--- config.mk ---
export PLATFORM = sky130hd
export DESIGN_NAME = rv32i_writeback_unit_flat
export DESIGN_NICKNAME = d
export VERILOG_FILES = /design/src/rtl/rv32i_writeback_unit_if.sv /design/src/rtl/rv32i_writeback_unit.sv /design/src/flat_wrapper.sv
export SDC_FILE = /design/constraint.sdc
export NUM_CORES = 1
export LEC_CHECK = 0
export ABC_AREA = 0
export CAP_MARGIN = 20
export CORE_MARGIN = 2
export CORE_UTILIZATION = 24
export DETAILED_ROUTE_END_ITERATION = 10
export PLACE_DENSITY = 0.42
export SLEW_MARGIN = 5
export SYNTH_ARGS = -nofsm -noshare
export SYNTH_HDL_FRONTEND = slang
export SYNTH_SLANG_ARGS = --single-unit
--- constraint.sdc ---
create_clock -name sys_clk -period 4.84 [get_ports sys_clk]
set_clock_uncertainty 0.15 [all_clocks]
set_input_delay 1.452 -clock sys_clk [delete_from_list [all_inputs] [get_ports sys_clk]]
set_output_delay 1.452 -clock sys_clk [all_outputs]
set_load 0.02 [all_outputs]
--- src/rtl/rv32i_writeback_unit_if.sv ---
// Write-back bus: ALU/LSU result handshakes, decode issue/query and register-file write port.
// Forwarding signals exist only when WB_BYPASS_EN is defined.
interface rv32i_writeback_unit_if;
    logic        alu_valid;
    logic        alu_ready;
    logic [4:0]  alu_rd;
    logic [31:0] alu_data;
    logic        lsu_valid;
    logic        lsu_ready;
    logic [4:0]  lsu_rd;
    logic [31:0] lsu_data;
    logic        issue_valid;
    logic [4:0]  issue_rd;
    logic [4:0]  rs1;
    logic [4:0]  rs2;
    logic        rs1_pending;
    logic        rs2_pending;
    logic        rf_we;
    logic [4:0]  rf_rd;
    logic [31:0] rf_data;
    logic        sb_error;
`ifdef WB_BYPASS_EN
    logic        fwd_rs1_hit;
    logic        fwd_rs2_hit;
    logic [31:0] fwd_rs1_data;
    logic [31:0] fwd_rs2_data;
`endif

    modport slave (
        input  alu_valid, alu_rd, alu_data, lsu_valid, lsu_rd, lsu_data,
        input  issue_valid, issue_rd, rs1, rs2,
        output alu_ready, lsu_ready, rs1_pending, rs2_pending,
        output rf_we, rf_rd, rf_data, sb_error
`ifdef WB_BYPASS_EN
        , output fwd_rs1_hit, fwd_rs2_hit, fwd_rs1_data, fwd_rs2_data
`endif
    );

    modport master (
        output alu_valid, alu_rd, alu_data, lsu_valid, lsu_rd, lsu_data,
        output issue_valid, issue_rd, rs1, rs2,
        input  alu_ready, lsu_ready, rs1_pending, rs2_pending,
        input  rf_we, rf_rd, rf_data, sb_error
`ifdef WB_BYPASS_EN
        , input fwd_rs1_hit, fwd_rs2_hit, fwd_rs1_data, fwd_rs2_data
`endif
    );
endinterface

--- src/rtl/rv32i_writeback_unit.sv ---
// RV32I write-back stage: arbitrates ALU/LSU results onto the regfile port and keeps a RAW/WAW scoreboard.
// Optional macro WB_BYPASS_EN adds forwarding of the in-flight regfile write to decode.
module rv32i_writeback_unit #(
    parameter int ARB_MODE = 1,
    parameter int PEND_W   = 2
) (
    input logic                  sys_clk,
    input logic                  sys_reset_n,
    rv32i_writeback_unit_if.slave wb
);

    localparam logic [PEND_W-1:0] CNT_MAX = '1;
    localparam logic [PEND_W-1:0] CNT_ONE = PEND_W'(1);

    logic              rr_lsu_q, rr_lsu_d;
    logic              alu_ready_c, lsu_ready_c;
    logic              alu_acc, lsu_acc, any_acc;
    logic [4:0]        acc_rd;
    logic [31:0]       acc_data;
    logic              rf_we_q;
    logic [4:0]        rf_rd_q;
    logic [31:0]       rf_data_q;
    logic [PEND_W-1:0] cnt_q [32];
    logic [PEND_W-1:0] cnt_d [32];
    logic              sb_error_q, sb_error_d;

    // Ready never looks at its own valid, so producers may wait on ready without a comb loop.
    always_comb begin
        // NOTE: every always_comb output gets a default first so no path leaves a latch behind.
        rr_lsu_d    = rr_lsu_q;
        alu_ready_c = 1'b1;
        lsu_ready_c = 1'b1;
        if (ARB_MODE == 0) begin
            alu_ready_c = !wb.lsu_valid;
        end else begin
            alu_ready_c = !wb.lsu_valid || !rr_lsu_q;
            lsu_ready_c = !wb.alu_valid || rr_lsu_q;
            if (wb.alu_valid && wb.lsu_valid) rr_lsu_d = !rr_lsu_q;
        end
    end

    assign alu_acc  = wb.alu_valid && alu_ready_c;
    assign lsu_acc  = wb.lsu_valid && lsu_ready_c;
    assign any_acc  = alu_acc || lsu_acc;
    assign acc_rd   = lsu_acc ? wb.lsu_rd   : wb.alu_rd;
    assign acc_data = lsu_acc ? wb.lsu_data : wb.alu_data;

    // NOTE: sequential state is assigned with <= only, so every flop samples pre-edge values.
    always_ff @(posedge sys_clk or negedge sys_reset_n) begin
        if (!sys_reset_n) begin
            rf_we_q   <= 1'b0;
            rf_rd_q   <= '0;
            rf_data_q <= '0;
            rr_lsu_q  <= 1'b1;
        end else begin
            rf_we_q  <= any_acc && (acc_rd != 5'd0);
            rr_lsu_q <= rr_lsu_d;
            if (any_acc) begin
                rf_rd_q   <= acc_rd;
                rf_data_q <= acc_data;
            end
        end
    end

    // Issue and commit to the same register cancel; saturation/underflow only flag the error.
    always_comb begin
        cnt_d      = cnt_q;
        sb_error_d = sb_error_q;
        cnt_d[0]   = '0;
        for (int i = 1; i < 32; i++) begin
            if ((wb.issue_valid && wb.issue_rd == 5'(i)) && !(rf_we_q && rf_rd_q == 5'(i))) begin
                if (cnt_q[i] == CNT_MAX) sb_error_d = 1'b1;
                else                     cnt_d[i]   = cnt_q[i] + 1'b1;
            end else if (!(wb.issue_valid && wb.issue_rd == 5'(i)) && (rf_we_q && rf_rd_q == 5'(i))) begin
                if (cnt_q[i] == '0) sb_error_d = 1'b1;
                else                cnt_d[i]   = cnt_q[i] - 1'b1;
            end
        end
    end

    always_ff @(posedge sys_clk or negedge sys_reset_n) begin
        if (!sys_reset_n) begin
            // NOTE: unlike a data RAM, every scoreboard entry is reset; decode stalls are derived from it.
            for (int i = 0; i < 32; i++) cnt_q[i] <= '0;
            sb_error_q <= 1'b0;
        end else begin
            for (int i = 0; i < 32; i++) cnt_q[i] <= cnt_d[i];
            sb_error_q <= sb_error_d;
        end
    end

    assign wb.alu_ready = alu_ready_c;
    assign wb.lsu_ready = lsu_ready_c;
    assign wb.rf_we     = rf_we_q;
    assign wb.rf_rd     = rf_rd_q;
    assign wb.rf_data   = rf_data_q;
    assign wb.sb_error  = sb_error_q;

`ifdef WB_BYPASS_EN
    logic hit1, hit2;
    assign hit1 = rf_we_q && (rf_rd_q == wb.rs1) && (wb.rs1 != 5'd0);
    assign hit2 = rf_we_q && (rf_rd_q == wb.rs2) && (wb.rs2 != 5'd0);
    assign wb.fwd_rs1_hit  = hit1;
    assign wb.fwd_rs2_hit  = hit2;
    assign wb.fwd_rs1_data = rf_data_q;
    assign wb.fwd_rs2_data = rf_data_q;
    // The last outstanding write is being forwarded this cycle, so decode need not stall on it.
    assign wb.rs1_pending = (cnt_q[wb.rs1] != '0) && !(hit1 && cnt_q[wb.rs1] == CNT_ONE);
    assign wb.rs2_pending = (cnt_q[wb.rs2] != '0) && !(hit2 && cnt_q[wb.rs2] == CNT_ONE);
`else
    assign wb.rs1_pending = (cnt_q[wb.rs1] != '0);
    assign wb.rs2_pending = (cnt_q[wb.rs2] != '0);
`endif

endmodule
--- src/flat_wrapper.sv ---
// flat-port wrapper written by rule: the top's interface ports become plain ports
module rv32i_writeback_unit_flat 
#(
    parameter int ARB_MODE = 1,
    parameter int PEND_W   = 2
)
  (sys_clk, sys_reset_n, wb_alu_valid, wb_alu_rd, wb_alu_data, wb_lsu_valid, wb_lsu_rd, wb_lsu_data, wb_issue_valid, wb_issue_rd, wb_rs1, wb_rs2, wb_alu_ready, wb_lsu_ready, wb_rs1_pending, wb_rs2_pending, wb_rf_we, wb_rf_rd, wb_rf_data, wb_sb_error);
  rv32i_writeback_unit_if wb_i ();
  input logic sys_clk;
  input logic sys_reset_n;
  input wire logic [$bits(wb_i.alu_valid)-1:0] wb_alu_valid;
  input wire logic [$bits(wb_i.alu_rd)-1:0] wb_alu_rd;
  input wire logic [$bits(wb_i.alu_data)-1:0] wb_alu_data;
  input wire logic [$bits(wb_i.lsu_valid)-1:0] wb_lsu_valid;
  input wire logic [$bits(wb_i.lsu_rd)-1:0] wb_lsu_rd;
  input wire logic [$bits(wb_i.lsu_data)-1:0] wb_lsu_data;
  input wire logic [$bits(wb_i.issue_valid)-1:0] wb_issue_valid;
  input wire logic [$bits(wb_i.issue_rd)-1:0] wb_issue_rd;
  input wire logic [$bits(wb_i.rs1)-1:0] wb_rs1;
  input wire logic [$bits(wb_i.rs2)-1:0] wb_rs2;
  output wire logic [$bits(wb_i.alu_ready)-1:0] wb_alu_ready;
  output wire logic [$bits(wb_i.lsu_ready)-1:0] wb_lsu_ready;
  output wire logic [$bits(wb_i.rs1_pending)-1:0] wb_rs1_pending;
  output wire logic [$bits(wb_i.rs2_pending)-1:0] wb_rs2_pending;
  output wire logic [$bits(wb_i.rf_we)-1:0] wb_rf_we;
  output wire logic [$bits(wb_i.rf_rd)-1:0] wb_rf_rd;
  output wire logic [$bits(wb_i.rf_data)-1:0] wb_rf_data;
  output wire logic [$bits(wb_i.sb_error)-1:0] wb_sb_error;
  assign wb_i.alu_valid = wb_alu_valid;
  assign wb_i.alu_rd = wb_alu_rd;
  assign wb_i.alu_data = wb_alu_data;
  assign wb_i.lsu_valid = wb_lsu_valid;
  assign wb_i.lsu_rd = wb_lsu_rd;
  assign wb_i.lsu_data = wb_lsu_data;
  assign wb_i.issue_valid = wb_issue_valid;
  assign wb_i.issue_rd = wb_issue_rd;
  assign wb_i.rs1 = wb_rs1;
  assign wb_i.rs2 = wb_rs2;
  assign wb_alu_ready = wb_i.alu_ready;
  assign wb_lsu_ready = wb_i.lsu_ready;
  assign wb_rs1_pending = wb_i.rs1_pending;
  assign wb_rs2_pending = wb_i.rs2_pending;
  assign wb_rf_we = wb_i.rf_we;
  assign wb_rf_rd = wb_i.rf_rd;
  assign wb_rf_data = wb_i.rf_data;
  assign wb_sb_error = wb_i.sb_error;
  rv32i_writeback_unit #(.ARB_MODE(ARB_MODE), .PEND_W(PEND_W)) u_core (.sys_clk(sys_clk), .sys_reset_n(sys_reset_n), .wb(wb_i));
endmodule
Yosys cells after proc, flatten, opt, wreduce, memory -nomap -nowiden
Index checks and enable logic that the tools add are counted.
- add/sub/neg operators: 62
- multiply operators: 0
- div/mod/pow operators: 0
- magnitude comparators: 2
- equality and inequality tests: 155
- shifts and indexed selects: 0
- mux-type cells: 256
- bitwise logic cells: 2
- reduce and logical (&&, ||, !) cells: 292
- operators with widths (cell ; number):
    2-to-1 mux 2 bit ; 128
    equality test 5 bit, second input constant ; 32
    logical AND 1 bit ; 128
    2-to-1 mux 1 bit ; 124
    AND reduction 3 bit ; 31
    equality test 5 x 4 -> 1 bit, second input constant ; 16
    nonzero test 2 bit ; 33
    zero test 1 bit ; 65
    adder 2 x 1 -> 2 bit, second input constant ; 31
    equality test 2 bit, second input constant ; 31
    zero test 2 bit ; 31
    inequality test 2 x 1 -> 1 bit, second input constant ; 31
    inequality test 2 bit, second input constant ; 31
    subtractor 2 x 1 -> 2 bit, second input constant ; 31
    equality test 5 x 3 -> 1 bit, second input constant ; 8
    2-to-1 mux 32 bit ; 1
    binary-select mux 2 bit (select 5 bit) ; 2
    equality test 5 x 2 -> 1 bit, second input constant ; 4
    greater-or-equal comparator 6 bit, second input constant ; 2
    inverter 5 -> 6 bit ; 2
    equality test 5 x 1 -> 1 bit, second input constant ; 2
    2-to-1 mux 5 bit ; 1
    nonzero test 5 bit ; 1
    logical OR 1 bit ; 3
- register bits after elaboration: 102
- latch bits: 0
- memory bits (writable): 0
- bits in read-only memories: 0
- input port bits: 94
- output and inout port bits: 43
- logic and storage cells: 805
- memories: 0

Longest topological paths before layout
- word-level depth: 96
- gate-level depth with buffers: 8
- depth with buffers taken out: 5

Worst setup path after synthesis
Ideal clock, no wire load.
- path type: in2out
- from: input port wb_rs2[1]
- to: output port wb_rs2_pending
- data arrival time: 3049 ps
- required time: 3238 ps
- slack: 189 ps
- stages: 4
- path buffers: 0
- path through: inv_1 > mux4_2 > a21o_1 > o311ai_0
- cells in the longest elaborated chain, start to end: 5
- ends and longest elaborated chain (what ; line ; RTL):
    start, declared ; flat_wrapper.sv:20 ; input wire logic [$bits(wb_i.rs2)-1:0] wb_rs2;
    inverter 5 -> 6 bit (implied by the code) ; rv32i_writeback_unit.sv:112 ; assign wb.rs2_pending = (cnt_q[wb.rs2] != '0);
    binary-select mux 2 bit (select 5 bit) ; rv32i_writeback_unit.sv:112 ;
    2-to-1 mux 2 bit (implied by the code) (2 in series) ; rv32i_writeback_unit.sv:112 ;
    nonzero test 2 bit ; rv32i_writeback_unit.sv:112 ;
    end, declared ; flat_wrapper.sv:24 ; output wire logic [$bits(wb_i.rs2_pending)-1:0] wb_rs2_pending;
No other way between the ends. The select of a mux whose other input is x is not followed.

Final worst setup path
- from: input port wb_rs1[4]
- to: output port wb_rs1_pending
- cells in the longest elaborated chain, start to end: 5
- ends and longest elaborated chain (what ; line ; RTL):
    start, declared ; flat_wrapper.sv:19 ; input wire logic [$bits(wb_i.rs1)-1:0] wb_rs1;
    inverter 5 -> 6 bit (implied by the code) ; rv32i_writeback_unit.sv:111 ; assign wb.rs1_pending = (cnt_q[wb.rs1] != '0);
    binary-select mux 2 bit (select 5 bit) ; rv32i_writeback_unit.sv:111 ;
    2-to-1 mux 2 bit (implied by the code) (2 in series) ; rv32i_writeback_unit.sv:111 ;
    nonzero test 2 bit ; rv32i_writeback_unit.sv:111 ;
    end, declared ; flat_wrapper.sv:23 ; output wire logic [$bits(wb_i.rs1_pending)-1:0] wb_rs1_pending;
No other way between the ends. The select of a mux whose other input is x is not followed.

==> results.md <==
* CP most frequent cell: mux2_2
* Critical path class: primary input to output port
* Switching share of total power at 41.61%
* Required @ worst endpoint at 3240 ps
* Die Ht at 179.0 µm
* Register area share after synthesis at 34.76%
* Max_cap viols at 0
* ANT cells at 0
* Fin nets at 1122
* Sequential power share at 38.8%
* Run status: complete, no violations
* CP Launch Type: primary input
* Synth unique cells at 55
* Final WL at 27530 µm
* Minimum clock period at 4773 ps
* Clock-pin slew on the worst setup and hold paths at 70 ps
* Via density per instance at 5.205
* CTS tree: done
* Gpl congestion at 0.8344
* Setup TNS at 0 ps
* Crit-path cells: dlygate4sd2_1, inv_4, mux4_2, mux2_2, mux2_2, a21oi_2, buf_4
* Final period util at 98.62%
* Largest net degree at the start of global routing at 104
* Pleak at 3.819 nW
* YS warnings at 0
* Synth Area in XOR/XNOR at 0.1192%
* 1st-pass router iterations at 5
* Synthesized area at 7347 µm²
* Min-Delay Path Class: register to register
* FFs w/ async S/R, synth at 100.0%
* IO Port Bufs at 136
* Highest clock rate at 209.5 MHz
* WP data arrival at 3170 ps
* Die footprint at 32030 µm²
* Logic pwr share at 39.4%
* Syn avg cell area at 8.118 µm²
* Slowest CP cell: mux4_2
* P&R area growth vs syn at 29.75%
* CTS Buf Count at 9
* Slew Limit Fails at 0
* Congestion Overflow GR at 0
* First-pass GRT wire length at 42950 µm
* Post-Place Cells at 1413
* H-Tree Depth at 3
* Mapped Cells at 905
* Post-synth top flop: dfrtp_1
* Die width at 179.0 µm
* FP Rows at 64
* Vias in the first global route at 7241
* Endpoint class of the critical path: output port
* Final Hold Viols at 0
* # fillers at 3210
* Max incr delay on CP at 500 ps
* Core area at 30350 µm²
* Synth Area in Simple Gates at 20.47%
* Worst-margin pin slew at 980.1 ps
* Via count at 7438
* Fin cells at 1429
* Clock root cell: clkbuf_16
* Setup Viol. Count Final at 0
* Avg WL per Cell at 19.26 µm
* Initial core utilization at 24.21%
* Crit Path Max Fanout at 5
* Antenna violations before repair at 0
* Layout cells sized above 1 at 11.52%
* Peak VDD IR at 0.0001703 V
* Share of synthesized area spent on multiplexers at 8.243%
* Post-DP HPWL at 20720 µm
* Cts hold-fix bufs at 0
* Routed Antenna Nets at 0
* Critical path's top delay family: multiplexers
* DRC Markers at 0
* Maximum buffer depth of the clock tree at 2
* FF+latch count, synth at 102
* Number of DRC markers in iteration 0 at 540
* P_int at 2.051 mW
* CTS Sinks at 102
* Worst slew margin at 34.66%
* Clock power frac at 21.7%
* Num ports at 137
* Buf+Inv Stages, Crit Path at 3
* NetSw at 1.461 mW
* Main combinational cell family by area after synthesis: compound AO/OA/AOI/OAI gates
* GRT Total Usage at 17.70%
* Adder-cell area share of the yosys netlist at 0%
* Post-synth EDFFs at 0
* Pwr dens at 368.5 nW/µm²
* Compound-Gate Fraction of Synth Area at 29.19%
* Clk_lat worst skew at 360 ps
* Net Count, Synth at 999
## final timing paths
kind / from / end / slack, ps / cells after the start
hold reg to reg: u_core.cnt_q[46] / u_core.cnt_q[46] / 370 / 1
max in group asynchronous: sys_reset_n / u_core.wb.rf_data[0] / 2790 / 2
setup reg to reg: u_core.wb.rf_rd[4] / u_core.wb.sb_error / 1620 / 5
min in group asynchronous: sys_reset_n / u_core.cnt_q[50] / 1000 / 1
setup / recovery: wb_rs1[4] / wb_rs1_pending / 70 / 7
hold / removal: u_core.cnt_q[46] / u_core.cnt_q[46] / 370 / 1
## state kept, by name, summed over array words and instances, names as in the netlist
register	cells
u_core.cnt_q	62
u_core.wb.rf_data	32
u_core.wb.rf_rd	5
u_core.rr_lsu_q	1
u_core.wb.rf_we	1
u_core.wb.sb_error	1
## timing repair
item                       CTS  global route
gates resized for setup     16             6
setup buffers                0             0
setup endpoints to repair    2             2
pin swaps                    0             0
## synth_stat cells (3+ instances only)
cell / instances / share of area (%)
and4b_1: 5 / 0.68
clkbuf_1: 46 / 2.4
a21oi_1: 60 / 4.1
nand2_1: 117 / 6.0
buf_1: 3 / 0.15
o2111a_1: 7 / 1.1
nor3_1: 13 / 0.89
dfrtp_1: 101 / 34
nand4bb_1: 5 / 0.77
mux4_2: 14 / 4.3
a2111oi_0: 31 / 3.7
a31oi_1: 33 / 2.8
buf_2: 9 / 0.61
and4bb_2: 5 / 0.85
nand4_1: 8 / 0.68
nand4b_1: 7 / 0.83
or2_2: 3 / 0.26
and2_1: 3 / 0.26
nor4_1: 4 / 0.34
a2111o_1: 6 / 0.92
o22ai_1: 43 / 3.7
buf_4: 5 / 0.51
a211oi_1: 20 / 2.0
o2111ai_1: 17 / 2.0
o21ai_0: 46 / 3.1
or4_1: 4 / 0.41
o211ai_1: 12 / 1.2
nand3_1: 7 / 0.48
nor2_1: 114 / 5.8
o21bai_1: 17 / 1.7
a21boi_0: 16 / 1.6
clkinv_1: 4 / 0.20
nor2b_1: 5 / 0.43
inv_1: 59 / 3.0
mux2_2: 24 / 3.7
nand2b_1: 5 / 0.43
## final cells by class
class	count	area [µm²]	area share (%)
timing repair buffer	178	1674	17.56
inverter	63	246.5	2.586
clock inverter	7	65.06	0.6825
multi-input combinational	674	4273	44.82
sequential	102	2554	26.79
tap	396	495.5	5.198
clock buffer	9	225.2	2.363
## layer usage
metal  GRT usage, %  part of all wire [%]  wire [µm]
met3          4.707                   7.7       2114
met4          6.402                   2.7        745
met1          23.84                    46      12670
met2          27.15                    44      11990
met5              0                     0          0
## metrics by stage
stage / worst slack, ps / cell area (µm²) / hold slack (ps) / power, mW / utilization [%]
2_1_floorplan: 189.3 / 7347 / 328.2 / 2.146 / -
3_3_place_gp: -723.6 / 9236 / 361.3 / 2.770 / 30.43
3_5_place_dp: -716.3 / 9236 / 355.0 / 2.768 / 30.43
4_1_cts: 24.68 / 9524 / 369.1 / 3.549 / 31.38
5_1_grt: -20.69 / 9533 / 397.7 / 3.759 / 31.41
6_report: 66.66 / 9533 / 367.2 / 3.513 / 31.41
## power by group through the flow
stage	logic, mW	clock network (mW)	registers (mW)
floorplan	0.761	0	1.38
global placement	1.39	0	1.38
detailed placement	1.39	0	1.38
CTS	1.39	0.790	1.36
global route	1.52	0.816	1.42
finish	1.39	0.764	1.36
## kinds of logic after synthesis
logic type             Yosys count
AO/OA/AOI/OAI                  317
XOR/XNOR                         1
buffers and inverters          129
flip-flops                     102
multiplexers                    40
AND/OR/NAND/NOR                316
## placed cells by master, fill, tap and decap left out, types with 6 or more instances in the layout
cell type and count:
nand3_1 7, nand4b_1 7, nor2_1 114, a31oi_1 33, a2111o_1 6, nand4_1 8
o22ai_1 43, o211ai_1 12, o2111ai_1 17, a21oi_1 59, clkbuf_16 9, buf_4 43
a211oi_1 20, nand2_1 117, o21bai_1 17, a21boi_0 16, nor3_1 13, inv_1 59
a2111oi_0 31, mux4_2 14, o21ai_0 46, clkdlybuf4s50_1 129, o2111a_1 7, dfrtp_1 101
mux2_2 24
No activity file was read; power rests on OpenSTA's default activity.
